File: src/rtl/phase_seq_if.sv
// Control and status bundle between the core's control logic and the phase sequencer.
interface phase_seq_if #(
  parameter int NPH   = 5,
  parameter int CNT_W = 16
);
  logic             hlt;
  logic             stall;
  logic             resume;
  logic             step_mode;
  logic             step;
  logic [NPH-1:0]   phase;
  logic             last;
  logic             running;
  logic [CNT_W-1:0] instr_cnt;

  modport master (
    output hlt, stall, resume, step_mode, step,
    input  phase, last, running, instr_cnt
  );

  modport slave (
    input  hlt, stall, resume, step_mode, step,
    output phase, last, running, instr_cnt
  );
endinterface

File: src/rtl/phase_seq.sv
// One-hot instruction-phase sequencer with start-up delay, stall hold, HLT parking,
// single-step mode and a wrapping completed-instruction counter.
module phase_seq #(
  parameter int NPH       = 5,
  parameter int START_DLY = 2,
  parameter int CNT_W     = 16
) (
  input  logic       clk,
  input  logic       n_rst,
  phase_seq_if.slave bus
);

  typedef enum logic [1:0] {
    S_WAIT = 2'd0,
    S_RUN  = 2'd1,
    S_HALT = 2'd2,
    S_STEP = 2'd3
  } state_t;

  localparam logic [NPH-1:0]   PH_ZERO  = {NPH{1'b0}};
  localparam logic [NPH-1:0]   PH_FIRST = {{(NPH-1){1'b0}}, 1'b1};
  localparam logic [CNT_W-1:0] CNT_ONE  = {{(CNT_W-1){1'b0}}, 1'b1};
  localparam logic [3:0]       DLY_LAST = 4'(START_DLY - 1);

  state_t           state_q, state_d;
  logic [3:0]       dly_q, dly_d;
  logic [NPH-1:0]   phase_q, phase_d;
  logic [CNT_W-1:0] cnt_q, cnt_d;
  logic             running_q, running_d;

  // Next-state, phase and counter computation.
  always_comb begin
    state_d = state_q;
    dly_d   = dly_q;
    phase_d = phase_q;
    cnt_d   = cnt_q;
    case (state_q)
      S_WAIT: begin
        if (dly_q == DLY_LAST) begin
          state_d = S_RUN;
          phase_d = PH_FIRST;
        end else begin
          dly_d   = dly_q + 4'd1;
          phase_d = PH_ZERO;
        end
      end
      S_RUN: begin
        if (bus.hlt) begin
          // abandoned instruction is not counted
          state_d = S_HALT;
          phase_d = PH_ZERO;
        end else if (bus.stall) begin
          phase_d = phase_q;
        end else if (phase_q[NPH-1]) begin
          cnt_d = cnt_q + CNT_ONE;
          if (bus.step_mode) begin
            state_d = S_STEP;
            phase_d = PH_ZERO;
          end else begin
            phase_d = PH_FIRST;
          end
        end else begin
          phase_d = {phase_q[NPH-2:0], 1'b0};
        end
      end
      S_HALT: begin
        if (bus.resume && !bus.hlt) begin
          state_d = S_RUN;
          phase_d = PH_FIRST;
        end else begin
          phase_d = PH_ZERO;
        end
      end
      S_STEP: begin
        if (bus.hlt) begin
          state_d = S_HALT;
          phase_d = PH_ZERO;
        end else if (bus.step || !bus.step_mode) begin
          state_d = S_RUN;
          phase_d = PH_FIRST;
        end else begin
          phase_d = PH_ZERO;
        end
      end
      default: begin
        state_d = S_WAIT;
        dly_d   = 4'd0;
        phase_d = PH_ZERO;
      end
    endcase
    running_d = (state_d == S_RUN);
  end

  // State registers with synchronous active-low reset.
  always_ff @(posedge clk) begin
    if (!n_rst) begin
      state_q   <= S_WAIT;
      dly_q     <= 4'd0;
      phase_q   <= PH_ZERO;
      cnt_q     <= {CNT_W{1'b0}};
      running_q <= 1'b0;
    end else begin
      state_q   <= state_d;
      dly_q     <= dly_d;
      phase_q   <= phase_d;
      cnt_q     <= cnt_d;
      running_q <= running_d;
    end
  end

  assign bus.phase     = phase_q;
  assign bus.running   = running_q;
  assign bus.instr_cnt = cnt_q;
  assign bus.last      = phase_q[NPH-1] & ~bus.stall;

endmodule

File: src/flat_wrapper.sv
// flat-port wrapper written by rule: the top's interface ports become plain ports
module phase_seq_flat 
#(
  parameter int NPH       = 5,
  parameter int START_DLY = 2,
  parameter int CNT_W     = 16
)
  (clk, n_rst, bus_hlt, bus_stall, bus_resume, bus_step_mode, bus_step, bus_phase, bus_last, bus_running, bus_instr_cnt);
  phase_seq_if #(.NPH(NPH), .CNT_W(CNT_W)) bus_i ();
  input  logic clk;
  input  logic n_rst;
  input wire logic [$bits(bus_i.hlt)-1:0] bus_hlt;
  input wire logic [$bits(bus_i.stall)-1:0] bus_stall;
  input wire logic [$bits(bus_i.resume)-1:0] bus_resume;
  input wire logic [$bits(bus_i.step_mode)-1:0] bus_step_mode;
  input wire logic [$bits(bus_i.step)-1:0] bus_step;
  output wire logic [$bits(bus_i.phase)-1:0] bus_phase;
  output wire logic [$bits(bus_i.last)-1:0] bus_last;
  output wire logic [$bits(bus_i.running)-1:0] bus_running;
  output wire logic [$bits(bus_i.instr_cnt)-1:0] bus_instr_cnt;
  assign bus_i.hlt = bus_hlt;
  assign bus_i.stall = bus_stall;
  assign bus_i.resume = bus_resume;
  assign bus_i.step_mode = bus_step_mode;
  assign bus_i.step = bus_step;
  assign bus_phase = bus_i.phase;
  assign bus_last = bus_i.last;
  assign bus_running = bus_i.running;
  assign bus_instr_cnt = bus_i.instr_cnt;
  phase_seq #(.NPH(NPH), .START_DLY(START_DLY), .CNT_W(CNT_W)) u_core (.clk(clk), .n_rst(n_rst), .bus(bus_i));
endmodule
File: config.mk
export PLATFORM = sky130hd
export DESIGN_NAME = phase_seq_flat
export DESIGN_NICKNAME = d
export VERILOG_FILES = /design/src/rtl/phase_seq_if.sv /design/src/rtl/phase_seq.sv /design/src/flat_wrapper.sv
export SDC_FILE = /design/constraint.sdc
export NUM_CORES = 1
export LEC_CHECK = 0
export CAP_MARGIN = 25
export CELL_PAD_IN_SITES_DETAIL_PLACEMENT = 2
export CELL_PAD_IN_SITES_GLOBAL_PLACEMENT = 2
export CORE_MARGIN = 2
export CORE_UTILIZATION = 29
export CTS_BUF_LIST = sky130_fd_sc_hd__clkbuf_4 sky130_fd_sc_hd__clkbuf_8 sky130_fd_sc_hd__clkbuf_16
export DETAILED_ROUTE_END_ITERATION = 8
export PLACE_DENSITY = 0.77
export SLEW_MARGIN = 15
export SYNTH_ARGS = -nofsm -noshare
export SYNTH_HDL_FRONTEND = slang
export SYNTH_SLANG_ARGS = --single-unit
File: constraint.sdc
create_clock -name clk -period 2.11 [get_ports clk]
set_input_delay 0.211 -clock clk [delete_from_list [all_inputs] [get_ports clk]]
set_output_delay 0.211 -clock clk [all_outputs]
set_load 0.005 [all_outputs]
* Word level (Yosys, flattened, before mapping)
Index checks and enable logic that the tools add are counted.
** Word-level totals
- Register bits after elaboration :: 28
- Bits in latches :: 0
- RAM bits :: 0
- Bits in read-only memories :: 0
- Input port bits :: 7
- Output and inout port bits :: 23
- Logic and storage cells :: 42
- Memories :: 0
** Cells by class
- Add/sub/neg operators :: 2
- $mul :: 0
- Divide/modulo/power cells :: 0
- $lt $le $gt $ge :: 0
- Equal/unequal tests :: 6
- Shift operators :: 0
- Muxes and demuxes :: 18
- Bitwise operators :: 4
- Reductions and logical operators :: 7
** Operator list (number)
- $mux W5 :: 4
- $pmux W5 S4 :: 1
- $add A16 B1 Y16 const B :: 1
- $mux W2 :: 8
- $pmux W2 S4 :: 1
- $add A4 B1 Y4 const B :: 1
- $eq A2 B1 Y1 const B :: 2
- $eq A2 B2 Y1 const B :: 2
- $eq A4 B1 Y1 const B :: 1
- $mux W1 :: 4
- $reduce_and A4 Y1 :: 1
- $ne A3 B3 Y1 const B :: 1
- $not A1 Y1 :: 3
- $logic_not A1 Y1 :: 2
- $logic_not A2 Y1 :: 1
- $reduce_and A2 Y1 :: 1
- $and A1 B1 Y1 :: 1
- $logic_and A1 B1 Y1 :: 1
- $logic_or A1 B1 Y1 :: 1

* Logic depth before layout (Yosys ltp)
Gate-level depths: netlist (run 1).
- Word-level depth :: 6
- Gate-level depth with buffers :: 6
- Depth with buffers taken out :: 6

* Worst setup path after synthesis (run 1)
No wires, ideal clock.
- Path kind :: flip-flop to flip-flop
- Start point :: register u_core.phase_q[4], in the netlist u_core.bus.phase[4]
- End point :: register u_core.cnt_q[11], in the netlist u_core.bus.instr_cnt[11]
- Setup time :: 0.070 ns
- Arrival :: 1.463 ns
- Required time :: 2.040 ns
- Path slack :: 0.577 ns
- Cell stages (with the launch flop) :: 6
- Buffers on the path :: 1
- Period minus slack after synthesis :: 1.533 ns
- Path through :: dfxtp_1 > buf_4 > and4b_4 > nand3_2 > or4_1 > a21oi_1
** On the way
- Longest elaborated chain between the ends :: 1
** Ends and longest elaborated chain
- from (decl) :: RTL line phase_seq.sv:27 : logic [NPH-1:0] phase_q, phase_d;
- from (signal assigned) :: RTL line phase_seq.sv:105 : phase_q <= phase_d;
- $reduce_and A4 Y1 (no line)
- to (signal assigned) :: RTL line phase_seq.sv:100 : cnt_q <= {CNT_W{1'b0}};
- to (signal assigned) :: RTL line phase_seq.sv:106 : cnt_q <= cnt_d;
- to (decl) :: RTL line phase_seq.sv:28 : logic [CNT_W-1:0] cnt_q, cnt_d;
No other way between the ends.
A chain may end at the register's enable or synchronous reset.

* Worst setup path in the final report (run 1)
- Start point :: input port bus_stall
- End point :: output port bus_last
** On the way
- Longest elaborated chain between the ends :: 2
** Ends and longest elaborated chain
- from (decl) :: RTL line flat_wrapper.sv:13 : input wire logic [$bits(bus_i.stall)-1:0] bus_stall;
- $not A1 Y1 (no line)
- $and A1 B1 Y1 :: RTL line phase_seq.sv:114 : assign bus.last = phase_q[NPH-1] & ~bus.stall;
- to (decl) :: RTL line flat_wrapper.sv:18 : output wire logic [$bits(bus_i.last)-1:0] bus_last;
No other way between the ends.

==> results.md, run 1 <==
- Drt first pass iters: 2
- Status: finished clean
- Clk sinks: 28
- DP HPWL: 3096 um
- Crit path max fanout: 5
- Std-Cell Rows: 24
- Maximum number of pins on one net before global-route repair: 15
- Initial antenna violation count: 0
- Largest cells by area after synthesis: dfxtp_1 (41%), a21oi_1 (5.9%), nor2_1 (5.3%)
- Power Total: 1.191 mW
- Share of layout cells above drive strength 1: 8.466%
- IO Pins: 30
- PD cells: 678.8 nW/um2
- Worst-Margin Slew: 0.4682 ns
- ANT nets after route: 0
- Vias in the first global route: 1331
- Root Driver: clkbuf_8
- # diodes: 0
- Final min period: 1.786 ns
- Syn Std Cell Area: 1354 um2
- Setup TNS: 0 ns
- Area leader, netlist: dfxtp_1
- Resized Gates After CTS: 0
- 1st-iter DRT viols: 21
- Post-synthesis sequential area ratio: 41.40%
- Fin. max-slew vios: 0
- Syn_nets: 168
- CTS tree: built
- # port buffers: 29
- DRC errors left: 0
- Synth warn: 0
- Register area: 560.5 um2
- Area grow syn2layout: 29.57%
- Clock Skew: 0.005117 ns
- Pleak: 0.5959 nW
- Die outline width: 72.33 um
- Distinct cells, synth: 38
- Total Routing Usage GR: 15.84%
- Post-CTS setup buffers: 0
- Core ar.: 4414 um2
- Avg Cell Area, Syn: 8.568 um2
- Worst setup path class: in2out
- First-pass GRT wire length: 6492 um
- Period utilisation layout: 84.66%
- Final setup vio count: 0
- Routed vias: 1258
- Post-synth top area share: 41.40%
- Fillers: 494
- Worst Setup End Kind: primary output
- # Max-Cap Violations: 0
- WL final: 3848 um
- GRT overflow: 0
- Worst path required time: 1.90 ns
- Worst-skew pair later-pin latency: 0.27 ns
- Top FF cell, synth: dfxtp_1
- Cts bufs inserted: 3
- Area of the die: 5231 um2
- Hold crit path type: reg2reg
- Hold Vio Cnt, Final: 0
- Avg WL per Cell: 15.97 um
- CTS clock-pin slew for the worst setup and hold paths: 0.09 ns
- Hold buffer count at cts: 0
- H-tree Lvls: 1
- Arr. time, crit path: 1.58 ns
- Mapped Cells: 158
- CP Launch Type: primary input
- Fmax: 559.8 MHz
- Slew HR: 68.72%
- Final nets: 201
- Post-synth EDFFs: 0
- Unrepaired setup endpoints after global routing: no
- Initial Utilization: 30.67%
- Multi-input logic area: 729.5 um2
- GP Congestion: 0.7342
- Vias per inst: 5.220
- Yosys reg bits: 28
- Die H: 72.33 um
- Async set or reset register ratio after synthesis: 0%
- Worst VDD drop: 0.0005170 V
- Clock Tree Buf Depth: 2
report_power, final:
| part | leakage [nW] | switching [mW] | internal [mW] |
|---|---|---|---|
| clock | 0.0216 | 0.159 | 0.128 |
| sequential | 0.227 | 0.0557 | 0.572 |
| combinational | 0.348 | 0.140 | 0.136 |
| total | 0.596 | 0.355 | 0.836 |
per-stage QoR:
stage	hold slack, ns	setup WS (ns)	area, um2	util (%)	std cells
after floorplan	0.3327	0.5765	1354	-	158
final	0.4849	0.3237	1754	39.74	241
after global routing	0.5177	0.1967	1754	39.74	241
after detailed placement	0.4758	0.1159	1713	38.80	238
after CTS	0.4952	0.2964	1754	39.74	241
after global placement	0.4595	0.2195	1713	38.80	238
synth_stat cells (4+ instances only):
master / instances
or3_1: 5
nand4_1: 5
nand2_1: 16
nand3_1: 4
xor2_1: 7
a21oi_1: 16
dfxtp_1: 28
nor2_1: 19
clkbuf_1: 4
nor3b_1: 5
inv_1: 4
registers in the layout, summed over array words and instances, names as in the netlist:
register	count
u_core.bus.instr_cnt	16
u_core.state_q	2
u_core.bus.phase	5
u_core.bus.running	1
u_core.dly_q	4
cell type report:
type,count,share of cell area (%)
Inverter,4,0.8559
Multi-Input combinational cell,118,41.58
Timing Repair Buffer,36,19.54
Sequential cell,28,31.95
Clock buffer,3,2.354
Tap cell,52,3.709
kinds of logic after synthesis:
logic type,share of synthesized area (%)
adders and majority gates,2.773
xor gates and xnor gates,5.176
and+or+nand+nor,31.79
muxes,0.7394
AOI/OAI and AO/OA,13.40
DFF,41.40
buffers and inverters,4.713
metal layers:
layer  vias to the layer above  GRT usage, %  part of all wire (%)
li1                        620             -                     -
met2                        18         29.87                    56
met4                         0         2.935                  0.52
met1                       618         18.02                    40
met5                         -             0                     0
met3                         2         3.889                   3.5
cells in the final DEF, fill, tap and decap left out, types with 2 or more instances in the layout:
master | Yosys | layout
a211oi_1 | 3 | 3
a21oi_1 | 16 | 16
and2_1 | 2 | 2
and3_1 | 2 | 2
buf_4 | 3 | 7
clkbuf_8 | 0 | 3
clkdlybuf4s50_1 | 0 | 29
dfxtp_1 | 28 | 28
ha_1 | 3 | 3
inv_1 | 4 | 4
nand2_1 | 16 | 16
nand3_1 | 4 | 4
nand4_1 | 5 | 5
nor2_1 | 19 | 19
nor2b_1 | 2 | 2
nor3_1 | 2 | 2
nor3b_1 | 5 | 5
nor4_1 | 2 | 2
o21ai_0 | 2 | 2
o21ai_1 | 3 | 3
o31ai_1 | 3 | 3
or3_1 | 5 | 5
or4_1 | 3 | 3
xor2_1 | 7 | 7
final timing paths:
check	from	endpoint	slack, ns	cells past startpoint
setup / recovery	bus_stall	bus_last	0.32	3
hold / removal	u_core.bus.instr_cnt[13]$_SDFFE_PN0P_	u_core.bus.instr_cnt[13]$_SDFFE_PN0P_	0.48	2
setup reg to reg	u_core.state_q[0]$_SDFF_PN0_	u_core.bus.instr_cnt[14]$_SDFFE_PN0P_	0.36	4
hold reg to reg	u_core.bus.instr_cnt[13]$_SDFFE_PN0P_	u_core.bus.instr_cnt[13]$_SDFFE_PN0P_	0.48	2
critical path, cell delays in order:
cell             delay, ns
clkdlybuf4s50_1       0.46
nor2b_1               0.30
clkdlybuf4s50_1       0.61
Note: power is estimated with default switching activity, not from simulation.
==> run 2: changes to the inputs <==
==> constraint.sdc (replaced) <==
create_clock -name clk -period 1.7 [get_ports clk]
set_input_delay 0.17 -clock clk [delete_from_list [all_inputs] [get_ports clk]]
set_output_delay 0.17 -clock clk [all_outputs]
set_load 0.005 [all_outputs]
==> results.md, run 2 (synthesis results as in run 1) <==
- Drt first pass iters: 3 (+1)
- Final setup vio count: 0 (unchanged)
- CP Launch Type: primary input
- Routed vias: 1302 (+3.5%)
- WL final: 4339 um (+13%)
- Clk sinks: 28 (unchanged)
- Worst VDD drop: 0.0005007 V (-3.2%)
- Clock Tree Buf Depth: 2 (unchanged)
- Slowest CP cell: or4b_1
- Initial Utilization: 30.67% (unchanged)
- DP HPWL: 3195 um (+3.2%)
- Vias per inst: 5.126 (-1.8%)
- CTS tree: built
- Worst path required time: 1.90 ns (about the same)
- Pleak: 0.6767 nW (+14%)
- Final nets: 213 (+6.0%)
- Cell count of the worst reg-to-reg path: 4 (unchanged)
- Post-CTS setup buffers: 0 (unchanged)
- Crit path depth: 5 (+2)
- IO Pins: 30 (unchanged)
- Worst-skew pair later-pin latency: 0.28 ns (about the same)
- DRC errors left: 0 (unchanged)
- Std-Cell Rows: 24 (unchanged)
- Cell chain of the critical path: clkdlybuf4s50_1 > nor3b_4 > nand2_1 > or4b_1 > a21oi_1
- Worst Setup End Kind: flip-flop
- Share of layout cells above drive strength 1: 16.83% (+8.4 points)
- Final min period: 1.656 ns
- Worst path bufs/invs: 1 (-1)
- Area grow syn2layout: 40.67%
- GRT overflow: 0 (unchanged)
- Area of the die: 5231 um2 (unchanged)
- Die H: 72.33 um (unchanged)
- Avg WL per Cell: 17.08 um (+7.0%)
- Max reg flops: 16 (unchanged)
- Hold Path Depth: 2 (unchanged)
- H-tree Lvls: 1 (unchanged)
- # port buffers: 29 (unchanged)
- Crit path max fanout: 4 (-1)
- Unrepaired setup endpoints after global routing: yes
- Met1 Track Usage GR: 19.88% (+1.9 points)
- Arr. time, crit path: 1.86 ns (+0.28 ns)
- Root Driver: clkbuf_8
- Hold Vio Cnt, Final: 0 (unchanged)
- Vias in the first global route: 1428 (+7.3%)
- Period utilisation layout: 97.40%
- ANT nets after route: 0 (unchanged)
- Initial antenna violation count: 0 (unchanged)
- Total Routing Usage GR: 16.99% (+1.2 points)
- Gr busiest metal: met2
- Hold buffer count at cts: 0 (unchanged)
- CP top delay family: simple AND/OR/NAND/NOR gates
- # placed instances: 250 (+5.0%)
- Worst setup path class: in2reg
- CTS clock-pin slew for the worst setup and hold paths: 0.10 ns (about the same)
- Hold crit path type: reg2reg
- Fmax: 603.9 MHz
- Power Total: 1.698 mW (+43%)
- Die outline width: 72.33 um (unchanged)
- Resized Gates After CTS: 1 (+1)
- Fin. max-slew vios: 0 (unchanged)
- GP Congestion: 0.7504 (+2.2%)
- CP max stage delay: 0.55 ns (-0.06 ns)
- Maximum number of pins on one net before global-route repair: 17 (+2)
- # Max-Cap Violations: 0 (unchanged)
- Core ar.: 4414 um2 (unchanged)
- Setup TNS: 0 ns (unchanged)
- First-pass GRT wire length: 6948 um (+7.0%)
- Cts bufs inserted: 3 (unchanged)
- Most frequent cells in the layout: clkdlybuf4s50_1 (29), dfxtp_1 (26), nor2_1 (19), buf_4 (19)
- # diodes: 0 (unchanged)
- Most common cell after layout, fill and taps aside: clkdlybuf4s50_1
- Fillers: 499 (+1.0%)
- Clock Skew: 0.01203 ns (+0.006913 ns)
- Slew HR: 73.76% (+5.0 points)
- Status: finished clean
- Global-route met3 utilization: 2.222% (-1.7 points)
- 1st-iter DRT viols: 48 (+130%)
- Post-Layout Cell Count: 254 (+5.4%)
- PD cells: 891.8 nW/um2 (+31%)
- Worst-Margin Slew: 0.3907 ns (-0.07752 ns)
- Met2 Usage GRT: 31.91% (+2.0 points)
## run 2: report_power, final
group / switching [mW] / internal [mW]
logic: 0.208 / 0.188
clock network: 0.230 / 0.316
registers: 0.0464 / 0.710
## run 2: final timing paths
path                                    startpoint                               endpoint  slack [ns]
max reg2reg           u_core.state_q[1]$_SDFF_PN0_   u_core.bus.instr_cnt[7]$_SDFFE_PN0P_        0.06
max                                        bus_hlt   u_core.bus.instr_cnt[7]$_SDFFE_PN0P_        0.04
min reg2reg  u_core.bus.instr_cnt[15]$_SDFFE_PN0P_  u_core.bus.instr_cnt[15]$_SDFFE_PN0P_        0.50
min          u_core.bus.instr_cnt[15]$_SDFFE_PN0P_  u_core.bus.instr_cnt[15]$_SDFFE_PN0P_        0.50
## run 2: layer usage
layer / part of all wire, % / vias to the layer above
met5: 0 / -
met4: 1.0 / 0
met3: 2.2 / 4
met2: 56 / 17
met1: 41 / 639
li1: - / 642
## run 2: final cells by class
class,count,area (um2),area share [%]
multi-input cells,118,757.0,39.75
well taps,52,65.06,3.417
flip-flops and latches,28,563.0,29.57
clock buffers,3,41.29,2.168
inverters,4,15.01,0.7884
clock inverters,1,30.03,1.577
repair buffers,48,432.9,22.73
## run 2: worst register-to-register path: stages (launching register included)
cell	delay, ns
dfxtp_1	0.35
nor3b_4	0.33
nand2_1	0.15
or4b_1	0.55
a21oi_1	0.19
## run 2: metrics by stage
stage | util, % | area [um2] | hold WS (ns) | setup WS (ns)
final | 43.14 | 1904 | 0.4976 | 0.04413
after global routing | 43.14 | 1904 | 0.5412 | -0.05215
after CTS | 42.52 | 1877 | 0.4943 | 0.02373
after detailed placement | 40.84 | 1803 | 0.4798 | -0.1916
after global placement | 40.84 | 1803 | 0.4611 | -0.1405
after floorplan | - | 1354 | 0.2917 | 0.1665
==> run 3: changes to the inputs <==
--- a/config.mk
+++ b/config.mk
@@ -12,7 +12,7 @@
 export CORE_UTILIZATION = 29
 export CTS_BUF_LIST = sky130_fd_sc_hd__clkbuf_4 sky130_fd_sc_hd__clkbuf_8 sky130_fd_sc_hd__clkbuf_16
 export DETAILED_ROUTE_END_ITERATION = 8
-export PLACE_DENSITY = 0.77
+export PLACE_DENSITY_LB_ADDON = 0.25
 export SLEW_MARGIN = 15
 export SYNTH_ARGS = -nofsm -noshare
 export SYNTH_HDL_FRONTEND = slang
==> results.md, run 3 (synthesis results as in run 1) <==
- Status: finished clean
- # port buffers: 29 (unchanged)
- First-pass GRT wire length: 6872 um (-1.1%)
- CTS clock-pin slew for the worst setup and hold paths: 0.10 ns (about the same)
- Worst path bufs/invs: 2 (+1)
- CTS tree: built
- CP max stage delay: 0.50 ns (-0.05 ns)
- DP HPWL: 3157 um (-1.2%)
- Combinational Power Share: 25.8% (+2.5 points)
- Initial Utilization: 30.67% (unchanged)
- Worst-skew pair later-pin latency: 0.28 ns (about the same)
- DP Worst Slack: -0.1589 ns (+0.03268 ns)
- Post-Layout Cell Count: 257 (+1.2%)
- 1st-iter DRT viols: 32 (-33%)
- Clock Tree Buf Depth: 2 (unchanged)
- Std-Cell Rows: 24 (unchanged)
- Clk sinks: 28 (unchanged)
- Final min period: 1.596 ns (-0.05945 ns)
- Fin. max-slew vios: 0 (unchanged)
- Pint: 1.062 mW (-12%)
- Global-route met3 utilization: 1.944% (-0.28 points)
- ANT nets after route: 0 (unchanged)
- Core ar.: 4414 um2 (unchanged)
- # placed instances: 253 (+1.2%)
- Gr busiest metal: met2
- Setup TNS: 0 ns (unchanged)
- Maximum number of pins on one net before global-route repair: 15 (-2)
- Pleak: 0.6934 nW (+2.5%)
- # Max-Cap Violations: 0 (unchanged)
- Area of the die: 5231 um2 (unchanged)
- PD cells: 804.1 nW/um2 (-9.8%)
- Avg WL per Cell: 15.69 um (-8.2%)
- Period utilisation layout: 93.91% (-3.5 points)
- Sw frac: 30.57% (+2.0 points)
- Crit path max fanout: 4 (unchanged)
- GRT overflow: 0 (unchanged)
- Most common cell after layout, fill and taps aside: clkdlybuf4s50_1
- Cts bufs inserted: 3 (unchanged)
- CP top delay family: buffers and inverters
- Max reg flops: 16 (unchanged)
- Worst VDD drop: 0.0004451 V (-11%)
- Vias in the first global route: 1420 (-0.56%)
- Cell chain of the critical path: nor2b_4 > buf_4 > clkdlybuf4s50_1
- Vias per inst: 5.175 (+0.96%)
- Slew HR: 74.58% (+0.82 points)
- GP Congestion: 0.7298 (-2.7%)
- Final setup vio count: 0 (unchanged)
- Share of layout cells above drive strength 1: 18.05% (+1.2 points)
- Arr. time, crit path: 1.43 ns (-0.43 ns)
- Die outline width: 72.33 um (unchanged)
- P_sw: 0.4678 mW (-3.4%)
- Worst-Margin Slew: 0.3784 ns (-0.01222 ns)
- Area grow syn2layout: 40.57% (about the same)
- CP Launch Type: flip-flop
- Most frequent cells in the layout: clkdlybuf4s50_1 (28), dfxtp_1 (26), buf_4 (22)
- Die H: 72.33 um (unchanged)
- Final nets: 217 (+1.9%)
- Worst Setup End Kind: primary output
- # diodes: 0 (unchanged)
- H-tree Lvls: 1 (unchanged)
- DRC errors left: 0 (unchanged)
- Hold crit path type: reg2reg
- Worst path required time: 1.53 ns (-0.37 ns)
- Hold Vio Cnt, Final: 0 (unchanged)
- IO Pins: 30 (unchanged)
- Drt first pass iters: 4 (+1)
- Final worst setup slack: 0.1036 ns (+0.05945 ns)
- Reg power frac: 49.4% (+4.9 points)
- Met2 Usage GRT: 29.77% (-2.1 points)
- WL final: 4032 um (-7.1%)
- Worst setup path class: reg2out
- Met1 Track Usage GR: 21.11% (+1.2 points)
- Slowest CP cell: clkdlybuf4s50_1
- Routed vias: 1330 (+2.2%)
- Fmax: 626.4 MHz (+3.7%)
- Hold buffer count at cts: 0 (unchanged)
- Clock power frac: 24.8% (-7.3 points)
- Initial antenna violation count: 0 (unchanged)
- Hold slack: 0.4799 ns (-0.01762 ns)
- Root Driver: clkbuf_8
- Clock Skew: 0.003034 ns (-0.008995 ns)
- Total Routing Usage GR: 16.83% (-0.16 points)
==> run 3: cell types whose count changed in the layout (fill, tap and decap cells not counted), sizes merged <==
| cell | before | now |
|---|---|---|
| clkdlybuf4s50 | 29 | 28 |
| bufinv | 1 | 0 |
| buf | 19 | 23 |
| dlymetal6s2s | 0 | 1 |
==> run 3: per-stage QoR <==
stage / total power, mW / area (um2) / util [%]
global placement: 1.133 / 1826 / 41.35
detailed placement: 1.164 / 1826 / 41.35
floorplan: 1.017 / 1354 / -
CTS: 1.550 / 1886 / 42.72
global route: 1.633 / 1903 / 43.11
finish: 1.530 / 1903 / 43.11
==> run 3: layer usage <==
metal	part of all wire [%]	wire length [um]
met1	46	1847
met2	49	1978
met3	3.5	141
met4	1.6	63
met5	0	0
==> run 3: cell type report <==
class / instances / area (um2)
repair buffers: 52 / 469.2
multi-input cells: 118 / 749.5
clock buffers: 3 / 41.29
fillers: 488 / 2511
inverters: 4 / 15.01
well taps: 52 / 65.06
flip-flops and latches: 28 / 563.0
==> run 3: timing repair <==
action | CTS | global route
cloned | 0 | 0
setup endpoints to repair | 1 | 8
buffers inserted | 1 | 0
gates resized for setup | 3 | 6
==> run 3: final timing paths <==
path / slack (ns) / cells past startpoint / to / startpoint
setup / recovery: 0.10 / 3 / bus_last / u_core.bus.phase[4]$_SDFFE_PN0P_
hold / removal: 0.48 / 2 / u_core.bus.phase[4]$_SDFFE_PN0P_ / u_core.bus.phase[3]$_SDFFE_PN0P_
setup reg to reg: 0.13 / 4 / u_core.bus.instr_cnt[14]$_SDFFE_PN0P_ / u_core.state_q[1]$_SDFF_PN0_
hold reg to reg: 0.48 / 2 / u_core.bus.phase[4]$_SDFFE_PN0P_ / u_core.bus.phase[3]$_SDFFE_PN0P_
==> run 3: worst reg2reg max path: cells and delay by family, from the launching register on <==
kind | cells | cell delay, ns
simple gates | 3 | 1.00
flops | 1 | 0.35
compound gates | 1 | 0.15
==> run 3: power by group through the flow <==
stage	logic [mW]	registers [mW]	clock network [mW]
after detailed placement	0.393	0.771	0
after global placement	0.367	0.766	0
final	0.394	0.756	0.380
after CTS	0.399	0.756	0.395
after global routing	0.452	0.768	0.413
after floorplan	0.258	0.760	0
